$ cat config.mk
export PLATFORM = sky130hd
export DESIGN_NAME = jtcps1_obj_scan_tx
export DESIGN_NICKNAME = d
export VERILOG_FILES = /design/src/rtl/jtcps1_obj_pkg.sv /design/src/rtl/jtcps1_obj_rowcalc.sv /design/src/rtl/jtcps1_obj_scan_tx.sv
export SDC_FILE = /design/constraint.sdc
export NUM_CORES = 1
export LEC_CHECK = 0
export CORE_UTILIZATION = 41
export DETAILED_ROUTE_END_ITERATION = 6
export PLACE_DENSITY = 0.62
export SLEW_MARGIN = 20
export SYNTH_ARGS = -nofsm -noshare
export SYNTH_HDL_FRONTEND = slang
export SYNTH_SLANG_ARGS = --single-unit
$ cat constraint.sdc
create_clock -name clk -period 4.8 [get_ports clk]
set_input_delay 0.96 -clock clk [delete_from_list [all_inputs] [get_ports clk]]
set_output_delay 0.96 -clock clk [all_outputs]
set_load 0.03 [all_outputs]
$ cat src/rtl/jtcps1_obj_pkg.sv
// jtcps1_obj_pkg: shared object-entry layout, attribute fields and scanner states.
package jtcps1_obj_pkg;
  localparam logic [1:0] W_X    = 2'd0;
  localparam logic [1:0] W_Y    = 2'd1;
  localparam logic [1:0] W_CODE = 2'd2;
  localparam logic [1:0] W_ATTR = 2'd3;
  localparam int A_PAL_LSB = 0;
  localparam int A_HFLIP   = 5;
  localparam int A_VFLIP   = 6;
  localparam int A_N_LSB   = 8;
  localparam int A_M_LSB   = 12;
  localparam logic [7:0] END_MARK = 8'hFF;
  typedef enum logic [2:0] {S_IDLE, S_READ, S_CHECK, S_EMIT, S_NEXT, S_DONE} state_t;
  // Tile code for column k of a row; hflip walks the columns right to left.
  function automatic logic [15:0] tile_code(input logic [15:0] code, input logic [3:0] row,
                                            input logic [3:0] n, input logic [3:0] k, input logic hflip);
    logic [3:0] col;
    col = hflip ? n - k : k;
    return code + {8'd0, row, 4'd0} + {12'd0, col};
  endfunction
endpackage

$ cat src/rtl/jtcps1_obj_rowcalc.sv
// jtcps1_obj_rowcalc: vertical distance, tile row and in-tile pixel row for one object.
module jtcps1_obj_rowcalc
  import jtcps1_obj_pkg::*;
(
  input  logic [8:0] i_vrender,
  input  logic [8:0] i_y,
  input  logic [3:0] i_tile_m,
  input  logic       i_vflip,
  output logic       o_match,
  output logic [3:0] o_row,
  output logic [3:0] o_vsub
);
  logic [8:0] w_dy;
  always_comb begin
    w_dy    = i_vrender - i_y;
    o_match = w_dy[8:4] <= {1'b0, i_tile_m};
    o_row   = i_vflip ? i_tile_m - w_dy[7:4] : w_dy[7:4];
    o_vsub  = i_vflip ? ~w_dy[3:0] : w_dy[3:0];
  end
endmodule

$ cat src/rtl/jtcps1_obj_scan_tx.sv
// jtcps1_obj_scan_tx: per-line object table scan issuing one draw request per tile column.
// Define JTCPS1_OBJ_LIMIT_EN to cap accepted requests per line at MAXTILES.
module jtcps1_obj_scan_tx
  import jtcps1_obj_pkg::*;
#(
  parameter int MAXOBJ   = 256,
  parameter int MAXTILES = 32
) (
  input  logic        clk,
  input  logic        rst_n,
  input  logic        start,
  input  logic [8:0]  vrender,
  output logic [9:0]  tbl_addr,
  input  logic [15:0] tbl_data,
  output logic        dr_valid,
  input  logic        dr_ready,
  output logic [15:0] dr_code,
  output logic [8:0]  dr_hpos,
  output logic [3:0]  dr_vsub,
  output logic [4:0]  dr_pal,
  output logic        dr_hflip,
  output logic        busy,
  output logic        done,
  output logic        overflow
);
  state_t      r_st;
  logic [8:0]  r_vr, r_x, r_y;
  logic [15:0] r_code;
  logic [15:8] r_ahi;
  logic [6:0]  r_alo;
  logic [7:0]  r_idx;
  logic [2:0]  r_cnt;
  logic [3:0]  r_k, r_row;
  logic        r_valid;
  logic        w_match, w_hf, w_acc, w_last, w_cap;
  logic [3:0]  w_row, w_vsub, w_n, w_k1;
  assign w_n      = r_ahi[A_N_LSB +: 4];
  assign w_hf     = r_alo[A_HFLIP];
  assign w_k1     = r_k + 4'd1;
  assign w_acc    = r_valid & dr_ready;
  assign w_last   = r_idx == 8'(MAXOBJ - 1);
  // A restart pulse withdraws any pending request in the same cycle.
  assign dr_valid = r_valid & ~start;
  jtcps1_obj_rowcalc u_rowcalc (
    .i_vrender (r_vr),
    .i_y       (r_y),
    .i_tile_m  (r_ahi[A_M_LSB +: 4]),
    .i_vflip   (r_alo[A_VFLIP]),
    .o_match   (w_match),
    .o_row     (w_row),
    .o_vsub    (w_vsub)
  );
`ifdef JTCPS1_OBJ_LIMIT_EN
  localparam int ACW = $clog2(MAXTILES + 1);
  logic [ACW-1:0] r_acc;
  assign w_cap = w_acc && r_st == S_EMIT && r_acc == ACW'(MAXTILES - 1);
  always_ff @(posedge clk or negedge rst_n) begin
    if (!rst_n) begin
      r_acc    <= '0;
      overflow <= 1'b0;
    end else if (start) begin
      r_acc    <= '0;
      overflow <= 1'b0;
    end else if (r_st == S_EMIT && w_acc) begin
      r_acc    <= r_acc + 1'b1;
      overflow <= overflow | w_cap;
    end
  end
`else
  // Uncapped build: MAXTILES only shapes the interface.
  assign w_cap    = 1'b0;
  assign overflow = MAXTILES < 0;
`endif
  always_ff @(posedge clk or negedge rst_n) begin
    if (!rst_n) begin
      r_st     <= S_IDLE;
      tbl_addr <= '0;
      r_vr     <= '0;
      r_x      <= '0;
      r_y      <= '0;
      r_code   <= '0;
      r_ahi    <= '0;
      r_alo    <= '0;
      r_idx    <= '0;
      r_cnt    <= '0;
      r_k      <= '0;
      r_row    <= '0;
      r_valid  <= 1'b0;
      dr_code  <= '0;
      dr_hpos  <= '0;
      dr_vsub  <= '0;
      dr_pal   <= '0;
      dr_hflip <= 1'b0;
      busy     <= 1'b0;
      done     <= 1'b0;
    end else if (start) begin
      r_st     <= S_READ;
      r_vr     <= vrender;
      r_idx    <= '0;
      r_cnt    <= '0;
      tbl_addr <= {8'd0, W_X};
      r_valid  <= 1'b0;
      busy     <= 1'b1;
      done     <= 1'b0;
    end else begin
      case (r_st)
        S_READ: begin
          // Word n is addressed at count n and captured at count n+1.
          r_cnt <= r_cnt + 3'd1;
          if (r_cnt < 3'd3) tbl_addr[1:0] <= tbl_addr[1:0] + 2'd1;
          if (r_cnt != 3'd0)
            case (2'(r_cnt - 3'd1))
              W_X:    r_x <= tbl_data[8:0];
              W_Y:    r_y <= tbl_data[8:0];
              W_CODE: r_code <= tbl_data;
              W_ATTR: {r_ahi, r_alo} <= {tbl_data[15:8], tbl_data[6:0]};
            endcase
          if (r_cnt == 3'd4) r_st <= S_CHECK;
        end
        S_CHECK: begin
          if (r_ahi == END_MARK) begin
            done <= 1'b1;
            busy <= 1'b0;
            r_st <= S_DONE;
          end else if (!w_match) begin
            r_st <= S_NEXT;
          end else begin
            r_row    <= w_row;
            r_k      <= '0;
            r_valid  <= 1'b1;
            dr_code  <= tile_code(r_code, w_row, w_n, 4'd0, w_hf);
            dr_hpos  <= r_x;
            dr_vsub  <= w_vsub;
            dr_pal   <= r_alo[A_PAL_LSB +: 5];
            dr_hflip <= w_hf;
            r_st     <= S_EMIT;
          end
        end
        S_EMIT: begin
          if (w_cap) begin
            r_valid <= 1'b0;
            done    <= 1'b1;
            busy    <= 1'b0;
            r_st    <= S_DONE;
          end else if (w_acc && r_k == w_n) begin
            r_valid <= 1'b0;
            r_st    <= S_NEXT;
          end else if (w_acc) begin
            r_k     <= w_k1;
            dr_code <= tile_code(r_code, r_row, w_n, w_k1, w_hf);
            dr_hpos <= dr_hpos + 9'd16;
          end
        end
        S_NEXT: begin
          if (w_last) begin
            done <= 1'b1;
            busy <= 1'b0;
            r_st <= S_DONE;
          end else begin
            r_idx    <= r_idx + 8'd1;
            tbl_addr <= {r_idx + 8'd1, W_X};
            r_cnt    <= '0;
            r_st     <= S_READ;
          end
        end
        S_DONE: begin
          done <= 1'b0;
          r_st <= S_IDLE;
        end
        default: ;
      endcase
    end
  end
endmodule

==> impl_metrics.json <==
{
  "status": "complete, no violations",
  "fmax_ghz": 0.217,
  "portBuffers": 76,
  "die_y_um": 132,
  "setup_viol": 0,
  "final_common_cell": "dfrtp_1",
  "dpl.hpwl_um": 12800,
  "cts_max_path_buffers": 2,
  "crit_start": "r_y[1]",
  "drtIter0Drc": 347,
  "critPathArrivalTime_ps": 4950,
  "cp_common_cell": "ha_1",
  "end_kind": "flop",
  "drc": 0,
  "power_density_nw_per_um2": 743,
  "first_pass_iters": 7,
  "cap_violations": 0,
  "ir_drop_mv": 0.370,
  "wl_per_cell_um": 18.1,
  "criticalPathCategory": "flop to flop",
  "grt_antenna_before_repair": 0,
  "core.rowCount": 47,
  "via_count": 5414,
  "cts_root_buf": "clkbuf_16",
  "clk_pin_slew_ps": 60,
  "start_util": 0.421,
  "cts_buffers": 17,
  "synth-seq-area-share": 0.431,
  "async_flop_share": 1.00,
  "vias_per_cell": 5.53,
  "drive_above_1_share": 0.169,
  "globalRouteOverflowTotal": 0,
  "final_util": 0.519,
  "synth_xor_xnor_area_share": 0.0551,
  "finalHoldViolCount": 0,
  "dp_slack_ps": 139,
  "die-area_sq_um": 17500,
  "avgSynthCellArea_sq_um": 10.6,
  "cts.sinks": 120,
  "grt_first_pass_wirelength_um": 28600,
  "holdCritPathClass": "flop to flop",
  "ant_nets": 0,
  "clock_skew_ps": 8.73,
  "diodes": 0,
  "drt_wl_total_um": 17700,
  "synth_fp_nets": 735,
  "cp_slowest_cell": "or4_1",
  "syn-instance-count": 659,
  "design.core.area_sq_um": 16600,
  "worstMarginPinSlew_ps": 859,
  "synth_compound_area_frac": 0.143,
  "period_minus_slack_ps": 4620,
  "timing.rr.start": "r_y[1]",
  "setup_slack_ps": 184,
  "io_pins": 78,
  "yosysWarnings": 0,
  "ctsHoldBuffers": 0,
  "fin_nets": 822,
  "die_w_um": 132,
  "synth-seq-cells": 120,
  "cpPeakStageDelay_ps": 510,
  "min_from": "dr_code[14]",
  "grt_pass1_vias": 5477,
  "synth_top_family_by_area": "compound AO/OA/AOI/OAI gates",
  "relSlewSlack": 0.426,
  "ys_types": 65,
  "synth_fa_ha_area_frac": 0.0897,
  "synthMuxAreaShare": 0.130,
  "synth_ff_type": "dfrtp_1",
  "most-common-layout-cells": "120 x dfrtp_1, 75 x clkdlybuf4s50_1, 60 x mux2_2",
  "worst_setup_path_start_kind": "flop",
  "syn2layout_area_growth_pct": 23.4,
  "worstPathCellList": "inv_1, ha_1, nor2b_1, o21ai_0, a21boi_1, o21a_1, nor2_4, xnor2_2, ha_1, nor2b_1, o21a_1, or3_1, a31oi_1, o211ai_1, ha_1, o2111a_1, o31ai_1, and3_1, or4_1, a31oi_1",
  "fin_crit_sh": 0.962,
  "path_buf_inv": 1,
  "synthSimpleGateAreaFrac": 0.115,
  "cp_top_family": "compound AO/OA/AOI/OAI gates",
  "p_leak_uw": 0.00379,
  "syn-cell-area_sq_um": 6970,
  "htree_levels": 4,
  "clk_latency_ps": 420,
  "grt_usage": 0.211,
  "cp_max_fo": 3,
  "grt_max_degree": 47,
  "synth-edff-count": 0,
  "cp.required_ps": 5140,
  "cts_tree": "done",
  "drv_slew": 0,
  "routabilityCongestion": 0.886
}
-- metal layers --
layer | global-route usage | vias to the layer above | wire length, um
met5 | 0 | - | 0
met4 | 0.0702 | 0 | 295
met3 | 0.0533 | 25 | 903
met2 | 0.349 | 140 | 8740
met1 | 0.269 | 2699 | 7800
li1 | - | 2550 | -
-- logic make-up after synthesis --
family / after synthesis
simple gates: 159
compound gates: 148
flops: 120
mux: 81
buf+inv: 60
fa+ha+maj: 47
xor+xnor: 43
other cells: 1
-- cells in the mapped netlist (9+ instances only) --
cell | n | area [sq um]
nor3_1 | 14 | 70.1
dfrtp_1 | 120 | 3000
ha_1 | 42 | 526
inv_1 | 36 | 135
xor2_1 | 21 | 184
mux2_2 | 60 | 676
mux2_1 | 19 | 214
clkbuf_1 | 11 | 41.3
a31oi_1 | 13 | 81.3
nor2_1 | 31 | 116
xnor2_1 | 21 | 184
a21oi_1 | 31 | 155
nand3_1 | 9 | 45.0
nand2_1 | 47 | 176
o21ai_0 | 38 | 190
nand4_1 | 10 | 62.6
-- through the flow --
step | setup TNS, ps | total power [uW] | hold WS (ps) | instance area, sq um | cells
finish | 0 | 6390 | 487 | 8610 | 979
global route | -54.7 | 6880 | 507 | 8610 | 979
CTS | 0 | 6300 | 491 | 8550 | 975
detailed placement | 0 | 4980 | 476 | 7970 | 942
global placement | 0 | 4880 | 469 | 7970 | 942
floorplan | 0 | 4090 | 459 | 6970 | 659
-- layout make-up --
cell class                 count  area, sq um
fill                        1481         7980
timing repair buffer          91          871
clock buffer                  20          457
clock inverter                12          118
sequential                   120         3000
multi-input combinational    479         3740
tap                          220          275
inverter                      37          139
-- path summary, 6_finish.rpt --
path	to	slack, ps	cells after the start
min in group asynchronous	r_ahi[13]	560	1
hold reg to reg	dr_code[14]	490	1
max in group asynchronous	r_x[3]	3300	2
hold / removal	dr_code[14]	490	1
setup / recovery	dr_code[15]	180	20
setup reg to reg	dr_code[15]	180	20
-- state kept, by name, summed over array words and instances, names as in the netlist, 3 cells and up --
name and cells:
r_ahi 8, dr_vsub 4, tbl_addr 9, dr_hpos 9, r_alo 7, r_vr 9, r_y 9, r_x 9
r_cnt 3, r_code 16, r_st 3, r_k 4, r_row 4, dr_pal 5, dr_code 16
-- power breakdown --
part | leakage, uW | internal [uW] | switching (uW)
logic | 0.00201 | 1580 | 1890
registers | 0.00150 | 1340 | 355
clock network | 0.000270 | 744 | 488
total | 0.00379 | 3670 | 2730
-- repair_timing --
item	CTS	global route
resized for setup	0	6
endpoints found under the setup margin	1	8
pin swaps	1	1
endpoints found under the hold margin	0	0
buffers inserted	1	4
Power figures use the tool's default switching activity.
